### src/rtl/alu_pkg.sv
// rtl/alu_pkg.sv - shared opcode, FSM state and flag index definitions for the multicycle ALU
package alu_pkg;

    typedef enum logic [3:0] {
        OP_ADD   = 4'd0,
        OP_SUB   = 4'd1,
        OP_MUL   = 4'd2,
        OP_DIV   = 4'd3,
        OP_AND   = 4'd4,
        OP_OR    = 4'd5,
        OP_SHL   = 4'd6,
        OP_SHR   = 4'd7,
        OP_PASSB = 4'd8
    } op_e;

    typedef enum logic [1:0] {
        ST_IDLE = 2'd0,
        ST_BUSY = 2'd1,
        ST_DONE = 2'd2
    } state_e;

    localparam int FLAG_C = 3;
    localparam int FLAG_N = 2;
    localparam int FLAG_Z = 1;
    localparam int FLAG_V = 0;

endpackage

### src/rtl/alu_iter_unit.sv
// rtl/alu_iter_unit.sv - WIDTH-step shift-add multiplier / restoring divider sharing one datapath
module alu_iter_unit #(
    parameter int WIDTH = 32
) (
    input  logic             clk,
    input  logic             rst,
    input  logic             i_start,
    input  logic             i_mode,
    input  logic [WIDTH-1:0] i_a,
    input  logic [WIDTH-1:0] i_b,
    output logic             o_done,
    output logic [WIDTH-1:0] o_result,
    output logic             o_hi_nz
);

    localparam int CW = $clog2(WIDTH) + 1;

    // r_hi: partial-product high half (mul) or remainder (div)
    // r_lo: multiplier being consumed (mul) or dividend turning into quotient (div)
    // r_m : multiplicand (mul) or divisor (div)
    logic [WIDTH-1:0] r_hi;
    logic [WIDTH-1:0] r_lo;
    logic [WIDTH-1:0] r_m;
    logic             r_mode;
    logic             r_busy;
    logic [CW-1:0]    r_cnt;

    logic [WIDTH:0]   w_sum;
    logic [WIDTH:0]   w_sh;
    logic             w_ge;
    logic [WIDTH-1:0] w_diff;
    logic [WIDTH-1:0] w_hi_n;
    logic [WIDTH-1:0] w_lo_n;

    // One iteration of either algorithm, computed from the current registers
    always_comb begin
        w_sum  = {1'b0, r_hi} + (r_lo[0] ? {1'b0, r_m} : {(WIDTH+1){1'b0}});
        w_sh   = {r_hi, r_lo[WIDTH-1]};
        w_ge   = (w_sh >= {1'b0, r_m});
        w_diff = w_sh[WIDTH-1:0] - r_m;
        if (r_mode) begin
            w_hi_n = w_ge ? w_diff : w_sh[WIDTH-1:0];
            w_lo_n = {r_lo[WIDTH-2:0], w_ge};
        end else begin
            w_hi_n = w_sum[WIDTH:1];
            w_lo_n = {w_sum[0], r_lo[WIDTH-1:1]};
        end
    end

    // Done is flagged during the last step so the top can capture the final value on that edge
    assign o_done   = r_busy && (r_cnt == CW'(WIDTH - 1));
    assign o_result = w_lo_n;
    assign o_hi_nz  = |w_hi_n;

    // Load operands on start, then step once per cycle for exactly WIDTH cycles
    always_ff @(posedge clk or negedge rst) begin
        if (!rst) begin
            r_hi   <= '0;
            r_lo   <= '0;
            r_m    <= '0;
            r_mode <= 1'b0;
            r_busy <= 1'b0;
            r_cnt  <= '0;
        end else if (i_start) begin
            r_hi   <= '0;
            r_lo   <= i_mode ? i_a : i_b;
            r_m    <= i_mode ? i_b : i_a;
            r_mode <= i_mode;
            r_busy <= 1'b1;
            r_cnt  <= '0;
        end else if (r_busy) begin
            r_hi   <= w_hi_n;
            r_lo   <= w_lo_n;
            r_cnt  <= o_done ? '0 : r_cnt + 1'b1;
            r_busy <= !o_done;
        end
    end

endmodule

### src/rtl/alu_multicycle.sv
// rtl/alu_multicycle.sv - handshaked ALU with single-cycle ops and an iterative mul/div unit
module alu_multicycle
    import alu_pkg::*;
#(
    parameter int WIDTH = 32,
    parameter int SHW   = $clog2(WIDTH)
) (
    input  logic             clk,
    input  logic             rst,
    input  logic             in_valid,
    output logic             in_ready,
    input  logic [3:0]       s,
    input  logic [WIDTH-1:0] a,
    input  logic [WIDTH-1:0] b,
    output logic             out_valid,
    input  logic             out_ready,
    output logic [WIDTH-1:0] outAlu,
    output logic [3:0]       flag,
    output logic             err
);

    state_e           r_state;
    state_e           w_next;
    logic [WIDTH-1:0] r_out;
    logic [3:0]       r_flag;
    logic             r_err;
    logic             r_is_div;
    logic             r_div0;

    logic             w_accept;
    logic             w_is_iter;
    logic             w_iter_done;
    logic [WIDTH-1:0] w_iter_res;
    logic             w_iter_hi_nz;
    logic [WIDTH:0]   w_add;
    logic [WIDTH-1:0] w_sc_res;
    logic             w_sc_c;
    logic             w_sc_v;
    logic             w_sc_err;
    logic [3:0]       w_sc_flag;
    logic [WIDTH-1:0] w_it_res;
    logic [3:0]       w_it_flag;

    assign w_accept  = in_valid && (r_state == ST_IDLE);
    assign w_is_iter = (s == OP_MUL) || (s == OP_DIV);
    assign in_ready  = (r_state == ST_IDLE);
    assign out_valid = (r_state == ST_DONE);
    assign outAlu    = r_out;
    assign flag      = r_flag;
    assign err       = r_err;

    alu_iter_unit #(.WIDTH(WIDTH)) u_iter (
        .clk      (clk),
        .rst      (rst),
        .i_start  (w_accept && w_is_iter),
        .i_mode   (s == OP_DIV),
        .i_a      (a),
        .i_b      (b),
        .o_done   (w_iter_done),
        .o_result (w_iter_res),
        .o_hi_nz  (w_iter_hi_nz)
    );

    // Single-cycle result and flags straight from the presented operands
    always_comb begin
        w_add    = {1'b0, a} + {1'b0, b};
        w_sc_res = '0;
        w_sc_c   = 1'b0;
        w_sc_v   = 1'b0;
        w_sc_err = 1'b0;
        case (s)
            OP_ADD: begin
                w_sc_res = w_add[WIDTH-1:0];
                w_sc_c   = w_add[WIDTH];
                w_sc_v   = (a[WIDTH-1] == b[WIDTH-1]) && (w_sc_res[WIDTH-1] != a[WIDTH-1]);
            end
            OP_SUB: begin
                w_sc_res = a - b;
                w_sc_c   = (a >= b);
                w_sc_v   = (a[WIDTH-1] != b[WIDTH-1]) && (w_sc_res[WIDTH-1] != a[WIDTH-1]);
            end
            OP_AND:   w_sc_res = a & b;
            OP_OR:    w_sc_res = a | b;
            OP_SHL:   w_sc_res = a << b[SHW-1:0];
            OP_SHR:   w_sc_res = a >> b[SHW-1:0];
            OP_PASSB: w_sc_res = b;
            OP_MUL, OP_DIV: w_sc_res = '0;
            default:  w_sc_err = 1'b1;
        endcase
        w_sc_flag         = '0;
        w_sc_flag[FLAG_C] = w_sc_c;
        w_sc_flag[FLAG_N] = w_sc_res[WIDTH-1];
        w_sc_flag[FLAG_Z] = (w_sc_res == '0);
        w_sc_flag[FLAG_V] = w_sc_v;
    end

    // Final mul/div result; divide-by-zero overrides whatever the divider produced
    always_comb begin
        w_it_res          = r_div0 ? '1 : w_iter_res;
        w_it_flag         = '0;
        w_it_flag[FLAG_N] = w_it_res[WIDTH-1];
        w_it_flag[FLAG_Z] = (w_it_res == '0);
        w_it_flag[FLAG_V] = !r_is_div && w_iter_hi_nz;
    end

    // FSM state register
    always_ff @(posedge clk or negedge rst) begin
        if (!rst) begin
            r_state <= ST_IDLE;
        end else begin
            r_state <= w_next;
        end
    end

    // FSM next-state: single-cycle ops skip BUSY
    always_comb begin
        w_next = r_state;
        case (r_state)
            ST_IDLE: if (in_valid) w_next = w_is_iter ? ST_BUSY : ST_DONE;
            ST_BUSY: if (w_iter_done) w_next = ST_DONE;
            ST_DONE: if (out_ready) w_next = ST_IDLE;
            default: w_next = ST_IDLE;
        endcase
    end

    // Result registers: written at accept (single-cycle) or on the last iteration, held otherwise
    always_ff @(posedge clk or negedge rst) begin
        if (!rst) begin
            r_out    <= '0;
            r_flag   <= '0;
            r_err    <= 1'b0;
            r_is_div <= 1'b0;
            r_div0   <= 1'b0;
        end else if (w_accept) begin
            r_is_div <= (s == OP_DIV);
            r_div0   <= (s == OP_DIV) && (b == '0);
            if (!w_is_iter) begin
                r_out  <= w_sc_res;
                r_flag <= w_sc_flag;
                r_err  <= w_sc_err;
            end
        end else if ((r_state == ST_BUSY) && w_iter_done) begin
            r_out  <= w_it_res;
            r_flag <= w_it_flag;
            r_err  <= r_div0;
        end
    end

endmodule
### config.mk
export PLATFORM = sky130hd
export DESIGN_NAME = alu_multicycle
export DESIGN_NICKNAME = d
export VERILOG_FILES = /design/src/rtl/alu_pkg.sv /design/src/rtl/alu_iter_unit.sv /design/src/rtl/alu_multicycle.sv
export SDC_FILE = /design/constraint.sdc
export NUM_CORES = 1
export LEC_CHECK = 0
export ABC_AREA = 1
export CORE_UTILIZATION = 23
export DETAILED_ROUTE_END_ITERATION = 8
export PLACE_DENSITY_LB_ADDON = 0.08
export SLEW_MARGIN = 20
export SYNTH_ARGS = -nofsm -noshare
export SYNTH_HDL_FRONTEND = slang
export SYNTH_SLANG_ARGS = --single-unit
### constraint.sdc
create_clock -name clk -period 4.38 [get_ports clk]
set_input_delay 0.657 -clock clk [delete_from_list [all_inputs] [get_ports clk]]
set_output_delay 0.657 -clock clk [all_outputs]
set_load 0.03 [all_outputs]
==> impl_metrics.sql, run 1 <==
INSERT INTO impl_metrics (metric_group, metric, value, unit) VALUES
('power_and_ir_drop', 'leakagePower', '13.5', 'nW'),
('timing', 'finalHoldViolations', '0', ''),
('power_and_ir_drop', 'totalPowerFinal', '14.1', 'mW'),
('final_layout', 'area_growth_from_synthesis_to_layout', '20.8', '%'),
('timing', 'slew_headroom', '27.8', '%'),
('power_and_ir_drop', 'ir_drop', '0.242', 'mV'),
('critical_path', 'start_to_end_type_of_the_worst_setup_path', 'primary input to flop', ''),
('placement', 'place.detailed.hpwl', '122000', 'microns'),
('clocking', 'cts_sinks', '144', ''),
('timing', 'min_period_over_period', '90.4', '%'),
('floorplan', 'die_h', '309', 'microns'),
('critical_path', 'crit_path_frequent_cell', 'a21oi_1', ''),
('timing', 'period_needed', '3960', 'ps'),
('clocking', 'cts-htree-levels', '4', ''),
('placement', 'finalWeightedCongestion', '1.02', ''),
('clocking', 'cts_made_buffers', '17', ''),
('synthesis', 'edff_count_synth', '0', ''),
('detailed_routing', 'drt_first_pass_iters', '9', ''),
('run_status', 'status', 'finished, final reports clean', ''),
('power_and_ir_drop', 'power_per_cell_area', '540', 'nW/um^2'),
('floorplan', 'die_area', '95400', 'sq um'),
('detailed_routing', 'route.detailed.wl_per_inst', '27.0', 'microns'),
('final_layout', 'layout_commonest_cell', 'nand2_1', ''),
('detailed_routing', 'drt_wl_total', '143000', 'microns'),
('clocking', 'cts_root_buffer', 'clkbuf_16', ''),
('detailed_routing', 'route.detailed.vias_per_inst', '5.14', ''),
('timing', 'clock_skew', '17.3', 'ps'),
('detailed_routing', 'detailroute.via_count', '27200', ''),
('synthesis', 'yosys_most_used_dff', 'dfrtp_1', ''),
('critical_path', 'start_kind', 'primary input', ''),
('critical_path', 'critical-path-slowest-cell', 'clkdlybuf4s50_1', ''),
('placement', 'port_buffers', '110', ''),
('placement', 'dp_cells', '5262', ''),
('critical_path', 'cp_slowest_stage_delay', '570', 'ps'),
('synthesis', 'synth_warnings', '0', ''),
('critical_path', 'worst-endpoint-arrival', '4380', 'ps'),
('timing', 'setup_total_negative_slack', '0', 'ps'),
('synthesis', 'synth_cell_type_count', '50', ''),
('final_layout', 'most-common-layout-cells', 'nand2_1, inv_1, nand3_1, nor2_1, o21ai_0', ''),
('floorplan', 'fp-row-count', '112', ''),
('timing', 'rsz0062_at_grt', 'no', ''),
('critical_path', 'setup.worst_path.end_class', 'flop', ''),
('global_route', 'gr-usage-all-layers', '29.5', '%'),
('final_layout', 'layout-drive-gt1-share', '7.82', '%'),
('critical_path', 'worst_r2r_path_depth', '22', ''),
('synthesis', 'synthesis.instances', '3819', ''),
('global_route', 'vias_in_the_first_global_route', '27300', ''),
('synthesis', 'syn_area', '21700', 'sq um'),
('synthesis', 'synthArstFlopShare', '100', '%'),
('critical_path', 'crit_fanout', '5', ''),
('floorplan', 'floorplan.core_area', '93300', 'sq um'),
('final_layout', 'final-instance-count-excl-fill', '5295', ''),
('clocking', 'clk-insertion-delay-late', '500', 'ps'),
('critical_path', 'path_cells', 'clkdlybuf4s50_1 -> ha_1 -> inv_1 -> fa_1 -> o21ai_1 -> a21oi_1 -> inv_1 -> a21oi_1 -> a21oi_1 -> nand2_1 -> nor2_1 -> nand2_1 -> nor2_1 -> nand3_1 -> nor2_1 -> nand3_1 -> a21oi_1', ''),
('global_route', 'antenna_violations_before_repair', '6', ''),
('synthesis', 'ys_ff_latch', '144', ''),
('global_route', 'global_route_wire_length_before_repair', '199000', 'microns'),
('detailed_routing', 'initialDrtViolationCount', '2476', ''),
('synthesis', 'mappedNetlistNets', '4066', ''),
('global_route', 'total_grt_overflow', '0', ''),
('timing', 'setup_viol', '0', ''),
('timing', 'final-max-slew-violation-count', '0', ''),
('detailed_routing', 'post-route-drc-count', '0', ''),
('timing', 'tightest_slew', '1070', 'ps'),
('clocking', 'clockBufferDepth', '2', ''),
('synthesis', 'syn_area_per_cell', '5.67', 'sq um'),
('timing', 'maxClockFrequency', '0.253', 'GHz'),
('clocking', 'tritoncts', 'yes', ''),
('synthesis', 'synth_sequential_area_ratio', '16.6', '%'),
('floorplan', 'floorplan.die.width', '309', 'microns'),
('final_layout', 'post-route-cell-area', '26200', 'sq um'),
('global_route', 'maximum_number_of_pins_on_one_net_before_global_route_repair', '68', ''),
('job', 'drv.max_cap_violation_count', '0', ''),
('critical_path', 'crit_required', '4800', 'ps'),
('final_layout', 'finish.utilization', '28.0', '%'),
('floorplan', 'io_pins', '111', ''),
('final_layout', 'finish.net_count', '4274', ''),
('worst_hold_path', 'holdCritPathClass', 'primary input to async pin', ''),
('clocking', 'cts.reportedPaths.clkPinSlew', '80', 'ps'),
('detailed_routing', 'antenna_violating_nets_post_route', '0', ''),
('floorplan', 'initial_core_util', '23.2', '%'),
('placement', 'detailed_place.area', '25600', 'sq um');
==> metrics by stage <==
| stage | hold slack [ps] | worst slack (ps) |
|---|---|---|
| finish | 99.5 | 421 |
| global route | 129 | 150 |
| CTS | 96.8 | 305 |
| detailed placement | 469 | -253 |
| global placement | 463 | -92.6 |
| floorplan | 361 | 1200 |
==> critical path: cells and delay by family <==
kind / cells / cell delay, ps
compound gates: 5 / 1170
fa+ha+maj: 2 / 690
buf+inv: 3 / 830
simple gates: 7 / 1030
==> timing repair <==
action / CTS / global route
setup buffers: 0 / 0
hold buffers: 0 / 0
resized for setup: 0 / 1
endpoints found under the setup margin: 0 / 1
==> Yosys cell counts, types with 36 or more instances <==
master	count	area share [%]
nor2_1	378	6.5
nand2_1	1094	19
a21oi_1	207	4.8
buf_2	36	0.83
nor3_1	70	1.6
a221oi_1	64	2.6
nand3_1	440	10
dfrtp_1	144	17
o21ai_0	228	5.3
inv_1	538	9.3
nand4_1	66	1.9
ha_1	171	9.9
clkbuf_1	93	1.6
==> sequential cells by signal (all words and copies together), names as in the netlist <==
name	count
u_iter.r_hi	32
u_iter.r_lo	32
u_iter.r_m	32
outAlu	31
u_iter.r_cnt	6
flag	4
r_state	2
err	1
r_div0	1
r_is_div	1
u_iter.r_busy	1
u_iter.r_mode	1
==> cell type report <==
cell class | instances | area, sq um
tap | 1254 | 1570
clock buffer | 17 | 425
timing repair buffer | 347 | 3000
antenna | 1 | 2.50
sequential | 144 | 3610
clock inverter | 15 | 186
fill | 11000 | 67200
inverter | 551 | 2070
multi-input combinational | 2966 | 15300
==> path summary, 6_finish.rpt <==
kind                                             start  slack [ps]                          to
min reg2reg                     outAlu[15]$_DFFE_PN0P_         490      outAlu[15]$_DFFE_PN0P_
max in group asynchronous                          rst        3400       outAlu[2]$_DFFE_PN0P_
max reg2reg                u_iter.r_hi[23]$_DFFE_PN0P_         440         flag[0]$_DFFE_PN0P_
max                                               a[0]         420         flag[1]$_DFFE_PN0P_
min in group clk                outAlu[15]$_DFFE_PN0P_         490      outAlu[15]$_DFFE_PN0P_
min                                                rst         100  u_iter.r_hi[5]$_DFFE_PN0P_
==> kinds of logic (layout without fill, tap and decap cells) <==
| group | count (synthesis) | count (layout) | share of synthesized area (%) |
|---|---|---|---|
| other cells | 0 | 1 | 0 |
| mux | 3 | 3 | 0.139 |
| xor+xnor | 20 | 20 | 0.808 |
| compound gates | 661 | 661 | 18.3 |
| buf+inv | 709 | 930 | 12.9 |
| fa+ha+maj | 175 | 175 | 10.2 |
| flops | 144 | 144 | 16.6 |
| simple gates | 2107 | 2107 | 41.0 |
==> power by group <==
group	internal, mW	switching, mW
Combinational	3.26	6.70
Sequential	1.96	0.635
Clock	0.774	0.799
==> routing by layer <==
metal	wire length (microns)	GRT usage, %	up-vias
li1	-	-	13100
met1	59500	35.7	13000
met2	67900	50.9	963
met3	5820	2.56	242
met4	9490	17.5	2
met5	11	0	-
Power figures use the tool's default switching activity.
==> inputs of run 2 (changes only) <==
Clock period 4.38 ns to 4.5 ns, I/O delays scaled along.
==> run 2 against run 1 <==
Routed wire length rose by 0.31%. Clock skew rose by 0.96 ps. Final cell count fell by 0.23%. Global-route usage rose by 0.22 points. Clock power rose by 3%. Critical endpoint is now outAlu[26]$_DFFE_PN0P_. Largest power group unchanged. Highest routed layer is now met4.
==> impl_metrics.sql, run 2 (synthesized netlist as in run 1, its figures left out) <==
INSERT INTO impl_metrics (metric_group, metric, value, unit) VALUES
('floorplan', 'io_pins', '111', ''),
('final_layout', 'most-common-layout-cells', 'nand2_1, inv_1, nand3_1, nor2_1, o21ai_0', ''),
('timing', 'min_period_over_period', '92.8', '%'),
('timing', 'tightest_slew', '1100', 'ps'),
('detailed_routing', 'drt_first_pass_iters', '8', ''),
('critical_path', 'crit_fanout', '6', ''),
('placement', 'pre_cts_slack', '-77.4', 'ps'),
('clocking', 'cts_sinks', '144', ''),
('clocking', 'cts-htree-levels', '4', ''),
('clocking', 'ctsHoldBuffers', '0', ''),
('clocking', 'postCtsResizedCells', '0', ''),
('clocking', 'clk-insertion-delay-late', '490', 'ps'),
('detailed_routing', 'initialDrtViolationCount', '2552', ''),
('timing', 'final.setup.worst_slack', '324', 'ps'),
('critical_path', 'r2r_start', 'u_iter.r_hi[21]$_DFFE_PN0P_', ''),
('detailed_routing', 'post-route-drc-count', '0', ''),
('floorplan', 'floorplan.die.width', '309', 'microns'),
('critical_path', 'start_to_end_type_of_the_worst_setup_path', 'primary input to flop', ''),
('critical_path', 'start_kind', 'primary input', ''),
('global_route', 'antenna_violations_before_repair', '9', ''),
('placement', 'port_buffers', '110', ''),
('clocking', 'tritoncts', 'yes', ''),
('global_route', 'global_route_wire_length_before_repair', '200000', 'microns'),
('floorplan', 'die_area', '95400', 'sq um'),
('timing', 'period_needed', '4180', 'ps'),
('critical_path', 'critical-path-slowest-cell', 'clkdlybuf4s50_1', ''),
('timing', 'slew_headroom', '26.3', '%'),
('timing', 'maxClockFrequency', '0.239', 'GHz'),
('detailed_routing', 'met2_length', '67000', 'microns'),
('detailed_routing', 'top_layer', 'met4', ''),
('critical_path', 'cp_slowest_stage_delay', '750', 'ps'),
('critical_path', 'critical_path.reg2reg.endpoint', 'flag[0]$_DFFE_PN0P_', ''),
('final_layout', 'num-fill-cells', '11000', ''),
('global_route', 'total_grt_overflow', '0', ''),
('clocking', 'cts_made_buffers', '17', ''),
('global_route', 'gr-usage-all-layers', '29.8', '%'),
('critical_path', 'worst-endpoint-arrival', '4550', 'ps'),
('power_and_ir_drop', 'power_per_cell_area', '534', 'nW/um^2'),
('clocking', 'postCtsSetupRepairBufs', '0', ''),
('detailed_routing', 'drt_wl_total', '143000', 'microns'),
('critical_path', 'path_cells', 'clkdlybuf4s50_1 -> inv_1 -> ha_1 -> inv_1 -> a21oi_1 -> o21ai_0 -> a21oi_1 -> nor2_1 -> nor3_1 -> nand3_1 -> nand3_1 -> nand2_1 -> nor3_1 -> buf_4 -> o21ai_0', ''),
('critical_path', 'regToRegSetupSlack', '550', 'ps'),
('timing', 'clock_skew', '18.2', 'ps'),
('detailed_routing', 'route.detailed.wl_per_inst', '27.1', 'microns'),
('global_route', 'maximum_number_of_pins_on_one_net_before_global_route_repair', '112', ''),
('power_and_ir_drop', 'leakagePower', '13.4', 'nW'),
('placement', 'place.detailed.hpwl', '121000', 'microns'),
('clocking', 'cts.reportedPaths.clkPinSlew', '80', 'ps'),
('clocking', 'clockBufferDepth', '2', ''),
('global_route', 'vias_in_the_first_global_route', '27200', ''),
('timing', 'finalHoldViolations', '0', ''),
('floorplan', 'die_h', '309', 'microns'),
('power_and_ir_drop', 'power.share.clock', '11.7', '%'),
('final_layout', 'area_growth_from_synthesis_to_layout', '20.2', '%'),
('critical_path', 'crit_buf_inv', '4', ''),
('power_and_ir_drop', 'power.sequential.fraction', '17.7', '%'),
('timing', 'rsz0062_at_grt', 'no', ''),
('power_and_ir_drop', 'cellInternalPower', '5.92', 'mW'),
('critical_path', 'crit_required', '4870', 'ps'),
('critical_path', 'cpLargestDelayFamily', 'buffers and inverters', ''),
('timing', 'final-max-slew-violation-count', '0', ''),
('detailed_routing', 'detailroute.via_count', '27500', ''),
('final_layout', 'post-route-cell-area', '26000', 'sq um'),
('run_status', 'status', 'finished, final reports clean', ''),
('power_and_ir_drop', 'totalPowerFinal', '13.9', 'mW'),
('placement', 'detailed_place.area', '25400', 'sq um'),
('floorplan', 'floorplan.core_area', '93300', 'sq um'),
('detailed_routing', 'wl_met3', '8020', 'microns'),
('placement', 'finalWeightedCongestion', '1.05', ''),
('worst_hold_path', 'holdCritPathClass', 'primary input to async pin', ''),
('final_layout', 'layout-drive-gt1-share', '7.48', '%'),
('final_layout', 'biggestRegsByFlops', 'u_iter.r_hi (32), u_iter.r_lo (32), u_iter.r_m (32)', ''),
('detailed_routing', 'route.layer.met1.wl', '59000', 'microns'),
('clocking', 'cts_root_buffer', 'clkbuf_16', ''),
('floorplan', 'initial_core_util', '23.2', '%'),
('power_and_ir_drop', 'switching_power', '7.98', 'mW'),
('job', 'drv.max_cap_violation_count', '0', ''),
('floorplan', 'fp-row-count', '112', ''),
('critical_path', 'setup.worst_path.end_class', 'flop', ''),
('critical_path', 'worst_r2r_path_depth', '21', ''),
('power_and_ir_drop', 'comb_power_share', '70.6', '%'),
('final_layout', 'finish.net_count', '4259', ''),
('power_and_ir_drop', 'switching_share', '57.4', '%'),
('detailed_routing', 'route.detailed.vias_per_inst', '5.20', ''),
('timing', 'setup_viol', '0', ''),
('final_layout', 'layout_commonest_cell', 'nand2_1', ''),
('detailed_routing', 'antenna_violating_nets_post_route', '0', ''),
('power_and_ir_drop', 'ir_drop', '0.280', 'mV');
run 2: changes by cell type in the layout (fill, tap and decap cells not counted), sizes merged:
| cell | delta |
|---|---|
| buf | -15 |
| bufinv | +2 |
| clkinv | -1 |
| diode | +3 |
| inv | -1 |
run 2: cell type report:
type                       count  area (sq um)  share of cell area [%]
multi-input combinational   2966         15300                    58.8
sequential                   144          3610                    13.9
timing repair buffer         332          2830                    10.9
inverter                     551          2070                    7.94
tap                         1254          1570                    6.03
clock buffer                  17           425                    1.63
clock inverter                15           216                   0.831
antenna                        4          10.0                  0.0384
run 2: power by group through the flow:
| stage | clock network, mW | registers [mW] | logic, mW |
|---|---|---|---|
| 2_1_floorplan | 0 | 2.54 | 5.87 |
| 3_3_place_gp | 0 | 2.47 | 9.83 |
| 3_5_place_dp | 0 | 2.47 | 9.73 |
| 4_1_cts | 1.67 | 2.46 | 9.78 |
| 5_1_grt | 1.71 | 2.54 | 10.8 |
| 6_report | 1.62 | 2.46 | 9.82 |
run 2: worst max-delay path by stage:
stage / start / end / cells after the start
3_3_place_gp: b[17] / outAlu[26]$_DFFE_PN0P_ / 15
5_1_grt: b[17] / outAlu[26]$_DFFE_PN0P_ / 15
3_5_place_dp: b[17] / outAlu[26]$_DFFE_PN0P_ / 15
6_report: b[17] / outAlu[26]$_DFFE_PN0P_ / 15
2_1_floorplan: b[3] / flag[1]$_DFFE_PN0P_ / 23
4_1_cts: u_iter.r_hi[21]$_DFFE_PN0P_ / flag[0]$_DFFE_PN0P_ / 21
run 2: through the flow:
step           hold slack, ps  util, %  TNS (ps)  std cells
2_1_floorplan             379        -         0       3819
3_3_place_gp              468     27.2      -144       5247
3_5_place_dp              464     27.2     -77.4       5247
4_1_cts                  51.3     27.9         0       5279
5_1_grt                  68.9     27.9         0       5283
6_report                 64.3     27.9         0       5283
run 2: per-layer routing:
metal,vias to the layer above,global-route usage (%)
li1,13000,-
met1,13000,36.4
met2,1120,50.0
met3,254,4.08
met4,0,16.8
met5,-,0
==> inputs of run 3 (changes only) <==
Settings changed: MAX_ROUTING_LAYER set to met4.
==> run 3 against run 2 <==
Final cell count is 0.17% higher. Die area stayed put. Worst hold slack better by 87 ps. Critical path depth is 6 higher. Maximum frequency is 4.8% higher. Core utilization hardly changed. Global-route usage is 0.62 points higher.
==> impl_metrics.sql, run 3 (synthesized netlist as in run 1, its figures left out) <==
INSERT INTO impl_metrics (metric_group, metric, value, unit) VALUES
('detailed_routing', 'antenna_violating_nets_post_route', '0', ''),
('timing', 'rsz0062_at_grt', 'no', ''),
('clocking', 'clockBufferDepth', '2', ''),
('global_route', 'gr-usage-all-layers', '30.4', '%'),
('critical_path', 'setup.worst_path.end_class', 'flop', ''),
('critical_path', 'cp_slowest_stage_delay', '510', 'ps'),
('detailed_routing', 'route.detailed.wl_per_inst', '26.8', 'microns'),
('critical_path', 'crit_fanout', '16', ''),
('detailed_routing', 'detailroute.via_count', '27200', ''),
('critical_path', 'cpLargestDelayFamily', 'simple AND/OR/NAND/NOR gates', ''),
('floorplan', 'die_area', '95400', 'sq um'),
('job', 'drv.max_cap_violation_count', '0', ''),
('critical_path', 'crit_buf_inv', '1', ''),
('detailed_routing', 'route.detailed.vias_per_inst', '5.13', ''),
('clocking', 'cts.reportedPaths.clkPinSlew', '80', 'ps'),
('detailed_routing', 'initialDrtViolationCount', '2598', ''),
('critical_path', 'start_kind', 'flop', ''),
('clocking', 'cts-htree-levels', '4', ''),
('floorplan', 'io_pins', '111', ''),
('timing', 'period_needed', '3980', 'ps'),
('final_layout', 'finish.utilization', '27.9', '%'),
('run_status', 'status', 'finished, final reports clean', ''),
('clocking', 'postCtsResizedCells', '0', ''),
('global_route', 'antenna_violations_before_repair', '9', ''),
('timing', 'finalHoldViolations', '0', ''),
('final_layout', 'most-common-layout-cells', 'nand2_1, inv_1, nand3_1, nor2_1, o21ai_0', ''),
('placement', 'finalWeightedCongestion', '1.05', ''),
('power_and_ir_drop', 'leakagePower', '13.4', 'nW'),
('global_route', 'global_route_wire_length_before_repair', '199000', 'microns'),
('critical_path', 'start_to_end_type_of_the_worst_setup_path', 'flop to flop', ''),
('placement', 'detailed_place.area', '25400', 'sq um'),
('final_layout', 'post-route-cell-area', '26100', 'sq um'),
('final_layout', 'final-instance-count-excl-fill', '5292', ''),
('critical_path', 'critical-path-slowest-cell', 'dfrtp_1', ''),
('timing', 'slew_headroom', '26.5', '%'),
('floorplan', 'fp-row-count', '112', ''),
('timing', 'final-max-slew-violation-count', '0', ''),
('detailed_routing', 'drt_wl_total', '142000', 'microns'),
('clocking', 'cts_root_buffer', 'clkbuf_16', ''),
('detailed_routing', 'drt_first_pass_iters', '5', ''),
('floorplan', 'die_h', '309', 'microns'),
('placement', 'port_buffers', '110', ''),
('floorplan', 'floorplan.die.width', '309', 'microns'),
('timing', 'tightest_slew', '1090', 'ps'),
('timing', 'min_period_over_period', '88.5', '%'),
('critical_path', 'crit_required', '4880', 'ps'),
('global_route', 'maximum_number_of_pins_on_one_net_before_global_route_repair', '74', ''),
('clocking', 'postCtsSetupRepairBufs', '0', ''),
('power_and_ir_drop', 'ir_drop', '0.286', 'mV'),
('global_route', 'total_grt_overflow', '0', ''),
('timing', 'maxClockFrequency', '0.251', 'GHz'),
('timing', 'setup_total_negative_slack', '0', 'ps'),
('worst_hold_path', 'holdCritPathClass', 'primary input to async pin', ''),
('detailed_routing', 'post-route-drc-count', '0', ''),
('timing', 'setup_viol', '0', ''),
('clocking', 'ctsHoldBuffers', '0', ''),
('power_and_ir_drop', 'totalPowerFinal', '13.8', 'mW'),
('placement', 'place.detailed.hpwl', '121000', 'microns'),
('critical_path', 'path_cells', 'ha_1 -> nand2_1 -> nand2_1 -> nand2_1 -> nand2_1 -> inv_1 -> nand2_1 -> nand2_1 -> nand3_1 -> nor2_2 -> nand2_1 -> nand2_2 -> nor2_1 -> nor2_1 -> nand2_1 -> nor2_1 -> nand2_1 -> nor2_1 -> nand3_1 -> nand3_1 -> nand2_1', ''),
('final_layout', 'layout_commonest_cell', 'nand2_1', ''),
('clocking', 'cts_sinks', '144', ''),
('critical_path', 'crit_path_frequent_cell', 'nand2_1', ''),
('global_route', 'vias_in_the_first_global_route', '27000', ''),
('clocking', 'clk-insertion-delay-late', '490', 'ps'),
('final_layout', 'layout-drive-gt1-share', '7.59', '%'),
('final_layout', 'biggestRegsByFlops', 'u_iter.r_hi (32), u_iter.r_lo (32), u_iter.r_m (32)', ''),
('final_layout', 'ff_latch_area', '3610', 'sq um'),
('clocking', 'tritoncts', 'yes', ''),
('placement', 'dp_cells', '5252', ''),
('timing', 'clock_skew', '22.1', 'ps'),
('floorplan', 'initial_core_util', '23.2', '%'),
('final_layout', 'multi_input_comb_area', '15300', 'sq um'),
('final_layout', 'area_growth_from_synthesis_to_layout', '20.2', '%'),
('critical_path', 'worst-endpoint-arrival', '4370', 'ps'),
('clocking', 'cts_made_buffers', '17', ''),
('floorplan', 'floorplan.core_area', '93300', 'sq um'),
('power_and_ir_drop', 'power_per_cell_area', '529', 'nW/um^2'),
('final_layout', 'num-fill-cells', '11000', ''),
('final_layout', 'finish.net_count', '4264', '');
==> run 3: changes by cell type in the layout (fill, tap and decap cells not counted), sizes merged <==
cell	delta
diode	+4
clkinv	+1
clkinvlp	+1
buf	+5
bufinv	-2
==> run 3: through the flow <==
stage | hold WS [ps] | setup slack, ps
global route | 198 | 217
global placement | 465 | 175
finish | 151 | 516
floorplan | 379 | 1300
detailed placement | 467 | 143
CTS | 165 | 361
==> run 3: final cells by class <==
cell class / count / share of cell area, %
Multi-Input combinational cell: 2966 / 58.8
Sequential cell: 144 / 13.8
Timing Repair Buffer: 337 / 11.0
Inverter: 551 / 7.94
Tap cell: 1254 / 6.02
Clock buffer: 17 / 1.63
Clock inverter: 15 / 0.711
Antenna cell: 8 / 0.0768
==> run 3: path summary, 6_finish.rpt <==
path                                        startpoint                    endpoint  slack (ps)  cells after the start
min in group clk                outAlu[20]$_DFFE_PN0P_      outAlu[20]$_DFFE_PN0P_         480                      1
max in group asynchronous                          rst  u_iter.r_m[21]$_DFFE_PN0P_        3380                      2
max reg2reg                u_iter.r_hi[21]$_DFFE_PN0P_         flag[0]$_DFFE_PN0P_         520                     21
min                                                rst  u_iter.r_hi[6]$_DFFE_PN0P_         150                      1
max                        u_iter.r_hi[21]$_DFFE_PN0P_         flag[0]$_DFFE_PN0P_         520                     21
min reg2reg                     outAlu[20]$_DFFE_PN0P_      outAlu[20]$_DFFE_PN0P_         480                      1
==> run 3: routing by layer <==
layer / track usage [%] / up-vias / part of all wire [%]
met5: - / - / 0
met4: 17.4 / 0 / 6.5
met3: 2.95 / 242 / 4.4
met2: 49.0 / 939 / 46
met1: 37.0 / 12900 / 43
li1: - / 13000 / -
==> run 3: where the power goes <==
| part | switching, mW | internal, mW | total (mW) |
|---|---|---|---|
| combinational | 6.64 | 3.16 | 9.81 |
| sequential | 0.550 | 1.91 | 2.45 |
| clock | 0.779 | 0.754 | 1.53 |
